`config.mk`:
```
export PLATFORM = sky130hd
export DESIGN_NAME = word_change_scheduler_flat
export DESIGN_NICKNAME = d
export VERILOG_FILES = /design/src/rtl/word_change_scheduler_pkg.sv /design/src/rtl/word_change_scheduler_if.sv /design/src/rtl/word_change_channel.sv /design/src/rtl/word_change_scheduler.sv /design/src/flat_wrapper.sv
export SDC_FILE = /design/constraint.sdc
export NUM_CORES = 1
export LEC_CHECK = 0
export ABC_AREA = 1
export BUFFER_PORTS_ARGS = -buffer_cell sky130_fd_sc_hd__buf_2
export CAP_MARGIN = 5
export CORE_MARGIN = 2
export CORE_UTILIZATION = 45
export CTS_CLUSTER_DIAMETER = 100
export CTS_CLUSTER_SIZE = 40
export DETAILED_ROUTE_END_ITERATION = 8
export PLACE_DENSITY_LB_ADDON = 0.08
export SLEW_MARGIN = 20
export SYNTH_ARGS = -nofsm -noshare
export SYNTH_HDL_FRONTEND = slang
export SYNTH_HIERARCHICAL = 1
export SYNTH_SLANG_ARGS = --single-unit
```
`constraint.sdc`:
```
create_clock -name clock -period 2.6 [get_ports clock]
set_clock_uncertainty 0.05 [all_clocks]
set_input_delay 0 -clock clock [delete_from_list [all_inputs] [get_ports clock]]
set_output_delay 0 -clock clock [all_outputs]
set_load 0.02 [all_outputs]
```
`src/rtl/word_change_scheduler_pkg.sv`:
```
// word_change_scheduler_pkg: shared types, index-width helper and reset values for the change scheduler
package word_change_scheduler_pkg;

    typedef enum logic {
        EMPTY = 1'b0,
        FULL  = 1'b1
    } out_state_e;

    function automatic int channel_index_width(input int n);
        return (n > 1) ? $clog2(n) : 1;
    endfunction

    localparam out_state_e STATE_RESET   = EMPTY;
    localparam logic       PRIMED_RESET  = 1'b0;
    localparam logic       PENDING_RESET = 1'b0;
    localparam logic       OVERRUN_RESET = 1'b0;

endpackage

```
`src/rtl/word_change_scheduler_if.sv`:
```
// word_change_scheduler_if: monitored words in, serialised change events out; master = scheduler, slave = consumer
interface word_change_scheduler_if
    import word_change_scheduler_pkg::*;
#(
    parameter int CHANNEL_COUNT = 4,
    parameter int WORD_WIDTH    = 8
);
    localparam int IW = channel_index_width(CHANNEL_COUNT);

    logic [CHANNEL_COUNT*WORD_WIDTH-1:0] input_words;
    logic [CHANNEL_COUNT-1:0]            enable_mask;
    logic                                event_valid;
    logic                                event_ready;
    logic [IW-1:0]                       event_channel;
    logic [WORD_WIDTH-1:0]               event_word;
    logic [CHANNEL_COUNT-1:0]            pending;
    logic [CHANNEL_COUNT-1:0]            overrun;
    logic                                overrun_clear;

    modport master (
        input  input_words, enable_mask, event_ready, overrun_clear,
        output event_valid, event_channel, event_word, pending, overrun
    );

    modport slave (
        output input_words, enable_mask, event_ready, overrun_clear,
        input  event_valid, event_channel, event_word, pending, overrun
    );

endinterface

```
`src/rtl/word_change_channel.sv`:
```
// word_change_channel: per-word change detector with pending flag, latest-value snapshot and optional overrun (WORD_CHANGE_SCHEDULER_OVERRUN_EN)
module word_change_channel
    import word_change_scheduler_pkg::*;
#(
    parameter int WORD_WIDTH = 8
) (
    input  logic                  clock,
    input  logic                  clear_n,
    input  logic [WORD_WIDTH-1:0] word,
    input  logic                  enable,
    input  logic                  primed,
    input  logic                  grant,
    input  logic                  overrun_clear,
    output logic                  pending,
    output logic [WORD_WIDTH-1:0] snapshot,
    output logic                  overrun
);
    logic [WORD_WIDTH-1:0] prev_q, prev_d, snapshot_q, snapshot_d;
    logic                  pending_q, pending_d, change;

    // A new change beats a same-cycle grant, so the channel stays pending with the newest word
    always_comb begin
        change     = primed && enable && (word != prev_q);
        prev_d     = word;
        snapshot_d = change ? word : snapshot_q;
        pending_d  = change || (pending_q && !grant && enable);
    end

    // Channel state registers
    always_ff @(posedge clock or negedge clear_n) begin
        if (!clear_n) begin
            prev_q     <= '0;
            snapshot_q <= '0;
            pending_q  <= PENDING_RESET;
        end else begin
            prev_q     <= prev_d;
            snapshot_q <= snapshot_d;
            pending_q  <= pending_d;
        end
    end

    assign pending  = pending_q;
    assign snapshot = snapshot_q;

`ifdef WORD_CHANGE_SCHEDULER_OVERRUN_EN
    logic overrun_q, overrun_d;

    // Sticky overrun: a change lands on a still-unreported value; setting wins over clearing
    always_comb begin
        overrun_d = (overrun_q && !overrun_clear) || (change && pending_q && !grant);
    end

    // Overrun register
    always_ff @(posedge clock or negedge clear_n) begin
        if (!clear_n) overrun_q <= OVERRUN_RESET;
        else          overrun_q <= overrun_d;
    end

    assign overrun = overrun_q;
`else
    logic unused_overrun_clear;

    assign unused_overrun_clear = overrun_clear;
    assign overrun              = 1'b0;
`endif

endmodule

```
`src/rtl/word_change_scheduler.sv`:
```
// word_change_scheduler: round-robin serialiser of per-word change events onto one ready/valid port; overrun tracking under WORD_CHANGE_SCHEDULER_OVERRUN_EN
module word_change_scheduler
    import word_change_scheduler_pkg::*;
#(
    parameter int CHANNEL_COUNT = 4,
    parameter int WORD_WIDTH    = 8
) (
    input logic                      clock,
    input logic                      clear_n,
    word_change_scheduler_if.master  bus
);
    localparam int            IW               = channel_index_width(CHANNEL_COUNT);
    localparam logic [IW-1:0] LAST_GRANT_RESET = IW'(CHANNEL_COUNT - 1);

    out_state_e               state_q, state_d;
    logic                     primed_q, primed_d;
    logic [IW-1:0]            last_grant_q, last_grant_d, channel_q, channel_d, sel, idx;
    logic [WORD_WIDTH-1:0]    word_q, word_d;
    logic [CHANNEL_COUNT-1:0] pending, overrun, grant;
    logic [WORD_WIDTH-1:0]    snapshot [CHANNEL_COUNT];
    logic                     found, load;

    for (genvar g = 0; g < CHANNEL_COUNT; g++) begin : g_ch
        word_change_channel #(.WORD_WIDTH(WORD_WIDTH)) u_ch (
            .clock         (clock),
            .clear_n       (clear_n),
            .word          (bus.input_words[g*WORD_WIDTH +: WORD_WIDTH]),
            .enable        (bus.enable_mask[g]),
            .primed        (primed_q),
            .grant         (grant[g]),
            .overrun_clear (bus.overrun_clear),
            .pending       (pending[g]),
            .snapshot      (snapshot[g]),
            .overrun       (overrun[g])
        );
    end

    // Round-robin pick: first pending channel strictly after the last grant, wrapping around
    always_comb begin
        found = 1'b0;
        sel   = last_grant_q;
        idx   = last_grant_q;
        for (int k = 1; k <= CHANNEL_COUNT; k++) begin
            idx = IW'((int'(last_grant_q) + k) % CHANNEL_COUNT);
            if (!found && pending[idx]) begin
                found = 1'b1;
                sel   = idx;
            end
        end
        load  = found && (state_q == EMPTY || bus.event_ready);
        grant = load ? (CHANNEL_COUNT'(1) << sel) : '0;
    end

    // Output register: load on empty or on handshake, drain to EMPTY when nothing is left
    always_comb begin
        primed_d     = 1'b1;
        state_d      = load ? FULL : (bus.event_ready ? EMPTY : state_q);
        channel_d    = load ? sel : channel_q;
        word_d       = load ? snapshot[sel] : word_q;
        last_grant_d = load ? sel : last_grant_q;
    end

    // Scheduler state and registered event outputs
    always_ff @(posedge clock or negedge clear_n) begin
        if (!clear_n) begin
            state_q      <= STATE_RESET;
            primed_q     <= PRIMED_RESET;
            channel_q    <= '0;
            word_q       <= '0;
            last_grant_q <= LAST_GRANT_RESET;
        end else begin
            state_q      <= state_d;
            primed_q     <= primed_d;
            channel_q    <= channel_d;
            word_q       <= word_d;
            last_grant_q <= last_grant_d;
        end
    end

    assign bus.event_valid   = (state_q == FULL);
    assign bus.event_channel = channel_q;
    assign bus.event_word    = word_q;
    assign bus.pending       = pending;
    assign bus.overrun       = overrun;

endmodule

```
`src/flat_wrapper.sv`:
```
// flat-port wrapper written by rule: the top's interface ports become plain ports
module word_change_scheduler_flat import word_change_scheduler_pkg::*;
#(
    parameter int CHANNEL_COUNT = 4,
    parameter int WORD_WIDTH    = 8
)
  (clock, clear_n, bus_input_words, bus_enable_mask, bus_event_ready, bus_overrun_clear, bus_event_valid, bus_event_channel, bus_event_word, bus_pending, bus_overrun);
  word_change_scheduler_if #(.CHANNEL_COUNT(CHANNEL_COUNT), .WORD_WIDTH(WORD_WIDTH)) bus_i ();
  input logic clock;
  input logic clear_n;
  input wire logic [$bits(bus_i.input_words)-1:0] bus_input_words;
  input wire logic [$bits(bus_i.enable_mask)-1:0] bus_enable_mask;
  input wire logic [$bits(bus_i.event_ready)-1:0] bus_event_ready;
  input wire logic [$bits(bus_i.overrun_clear)-1:0] bus_overrun_clear;
  output wire logic [$bits(bus_i.event_valid)-1:0] bus_event_valid;
  output wire logic [$bits(bus_i.event_channel)-1:0] bus_event_channel;
  output wire logic [$bits(bus_i.event_word)-1:0] bus_event_word;
  output wire logic [$bits(bus_i.pending)-1:0] bus_pending;
  output wire logic [$bits(bus_i.overrun)-1:0] bus_overrun;
  assign bus_i.input_words = bus_input_words;
  assign bus_i.enable_mask = bus_enable_mask;
  assign bus_i.event_ready = bus_event_ready;
  assign bus_i.overrun_clear = bus_overrun_clear;
  assign bus_event_valid = bus_i.event_valid;
  assign bus_event_channel = bus_i.event_channel;
  assign bus_event_word = bus_i.event_word;
  assign bus_pending = bus_i.pending;
  assign bus_overrun = bus_i.overrun;
  word_change_scheduler #(.CHANNEL_COUNT(CHANNEL_COUNT), .WORD_WIDTH(WORD_WIDTH)) u_core (.clock(clock), .clear_n(clear_n), .bus(bus_i));
endmodule
```
==> impl_metrics.toml <==
[outcome]
outcome = "finished, final reports clean"

[critical_path]
worst-path-buf-inv = 1
path_max_fanout = 13
critical-path-top-delay-family = "simple AND/OR/NAND/NOR gates"
crit_top_cell = "nand2_1"
worstSetupStartpointType = "flop"
cp_data_required_time_ps = 2780
cpPeakStageDelay_ps = 730
cp-end-kind = "flop"
path_cells = "nand2_1 > nand3_1 > nand2_2 > nand3_1 > nand2_1 > inv_1 > nand2_1 > nor2_1 > nand3b_1 > nand2_1"
cpMaxStageDelayCell = "dfstp_2"
crit_type = "flop to flop"
arrival_ps = 2420

[timing]
max_slew.worst_pin.slew_ps = 743
finalHoldViolCount = 0
setup_viol = 0
relSlewSlack_pct = 50.4
min_period_ps = 2230
fin_setup_tns_ps = 0
fin_crit_sh_pct = 85.8
final-max-slew-violation-count = 0
rsz0062_at_grt = "false"
fmax_mhz = 448

[global_route]
grt_pass1_wl_mm = 15.1
grt_overflow_total = 0
grt_pass1_vias = 3303
grt.total_usage_pct = 18.6
antenna_found_initial = 0
grt_max_degree = 83

[floorplan]
dieArea_mm2 = 0.0102
rows = 35
ios = 59
fp.dieH_um = 101
die_w_um = 101
start_util_pct = 46.1
core_region_area_mm2 = 0.00920

[synthesis]
netlist_instances = 504
ys_async_sr_fraction_pct = 100
synth_area_leader_cell = "dfrtp_1"
seq_area_frac_synth_pct = 48.5
ys_ff_latch = 82
ys_warn_count = 6
syn_area_mm2 = 0.00424
yosysTopAreaCellShare_pct = 47.3
synthTopCellsByCount = "152 x nand2_1, 80 x dfrtp_1, 74 x nand2_2"
synthFlopType = "dfrtp_1"
synth_edf_count = 0
synth.distinct_cells = 24
synth_nets = 544
synthTopCellsByArea = "dfrtp_1 47%, nand2_1 13%, nand2_2 11%, nand3_1 8.3%, inv_1 4.4%"
yosysMostFrequentCell = "nand2_1"
syn_avg_cell_area_um2 = 8.41

[job]
cap_violations = 0

[detailed_routing]
drtIter0Drc = 145
wl_mm = 8.58
avgRoutedWirePerCell_um = 12.0
drt_pre_antenna_iters = 5
routed_via_density = 4.68
ant_nets = 0
dr_total_vias = 3335
drc_errors = 0

[placed_design]
hpwl_mm = 6.05
dp_cells = 661
routabilityCongestion = 0.798
port_buffers = 53

[cells_and_area]
final_layout_size_suffix_gt1_share_pct = 29.2
layoutNonFillerInstCount = 713
antenna_cells = 0
area_delta_synth_final_pct = 23.4
finish.net_count = 639

[clocking]
clock_path_buffers = 2
clock-sinks = 82
numCtsBuffers = 9
root_buffer = "clkbuf_8"
cts-htree-levels = 3
insertion_delay_ps = 340
clkTransAtPathRegs_ps = 80
cts_tree = "done"
cts_post_setup_buffers_inserted = 0

[power]
leakagePower_uw = 0.00279
ir_drop_v = 0.000448
p_per_area_mw_per_mm2 = 1000

[worst_hold_path]
hold_path_class = "input pin to asynchronous set/reset pin"
-- flip-flops by register name, indices dropped and copies added (netlist names) --
name and count:
u_core/bus.event_channel 2, u_core/bus.event_word 8, u_core/last_grant_q 2, u_core/g_ch.u_ch/snapshot 32, u_core/g_ch.u_ch/prev_q 32, u_core/bus.event_valid 1, u_core/primed_q 1, u_core/g_ch.u_ch/pending 4
-- metrics by stage --
step	util (%)	hold slack, ps	area (um^2)	total power [uW]	setup slack [ps]
after floorplan	-	-346	4240	3480	741
after global placement	49.9	100	4590	3990	474
after detailed placement	49.9	101	4590	4040	426
after CTS	56.8	258	5220	5280	401
after global routing	56.8	268	5230	5620	184
final	56.8	217	5230	5230	368
-- cell usage in the layout (no fill, tap or decap) --
| cell | Yosys | layout |
|---|---|---|
| inv_4 | 1 | 1 |
| inv_2 | 6 | 6 |
| o21ai_1 | 1 | 1 |
| buf_4 | 4 | 1 |
| a21oi_1 | 2 | 2 |
| dfrtp_1 | 80 | 80 |
| xnor2_1 | 16 | 16 |
| dlygate4sd3_1 | 0 | 38 |
| nand2_8 | 4 | 4 |
| nand3_1 | 70 | 70 |
| bufinv_16 | 0 | 4 |
| nand3_4 | 2 | 2 |
| nand2_1 | 152 | 152 |
| clkinv_4 | 0 | 1 |
| nand3b_1 | 4 | 4 |
| clkbuf_8 | 0 | 9 |
| nand3_2 | 1 | 1 |
| nor2_1 | 6 | 6 |
| buf_2 | 0 | 52 |
| inv_1 | 50 | 50 |
| conb_1 | 5 | 5 |
| buf_6 | 2 | 1 |
| dfstp_2 | 2 | 2 |
| o21ai_0 | 2 | 2 |
| nor2_2 | 8 | 8 |
| nand2_2 | 74 | 74 |
| inv_6 | 1 | 1 |
| nand2_4 | 9 | 9 |
-- cells by family after synthesis --
kind of cell | after synthesis | synth area share (%)
flip-flops | 82 | 48.5
AND/OR/NAND/NOR | 330 | 40.4
XOR/XNOR | 16 | 3.31
AO/OA/AOI/OAI | 5 | 0.591
other | 5 | 0.443
buffers and inverters | 66 | 6.73
-- area by class of cell --
type	instances	area, um^2
repair buffers	92	659
inverters	58	225
fillers	855	3970
clock buffers	9	124
flip-flops and latches	82	2050
clock inverters	5	129
well taps	111	139
multi-input cells	356	1900
-- metal layers --
metal,GRT usage (%),vias to the layer above,part of all wire (%)
met2,28.6,72,43
li1,-,1725,-
met3,2.77,17,3.7
met1,26.3,1521,51
met4,8.21,0,2.3
met5,0,-,0
-- power breakdown --
part	switching (uW)	internal, uW	leakage, uW	total (uW)
sequential	177	1510	0.000984	1690
combinational	1570	798	0.00168	2370
clock	455	727	0.000125	1180
-- path summary, 6_finish.rpt --
| kind | start | endpoint | slack, ps | cells after the start |
|---|---|---|---|---|
| max in group asynchronous | clear_n | u_core/g_ch[3].u_ch/prev_q[5] | 1770 | 2 |
| max | u_core/last_grant_q[0] | u_core/g_ch[1].u_ch/pending | 370 | 10 |
| min in group clock | bus_input_words[22] | u_core/g_ch[2].u_ch/prev_q[6] | 280 | 2 |
| min reg2reg | u_core/bus.event_word[3] | u_core/bus.event_word[3] | 430 | 2 |
| min | clear_n | u_core/g_ch[2].u_ch/prev_q[6] | 220 | 2 |
| max reg2reg | u_core/last_grant_q[0] | u_core/g_ch[1].u_ch/pending | 370 | 10 |
-- repair_timing --
action                                 CTS  global route
hold buffers                            38             0
resized for setup                        0             0
endpoints found under the hold margin  149             0
(Power assumes the default switching activity.)
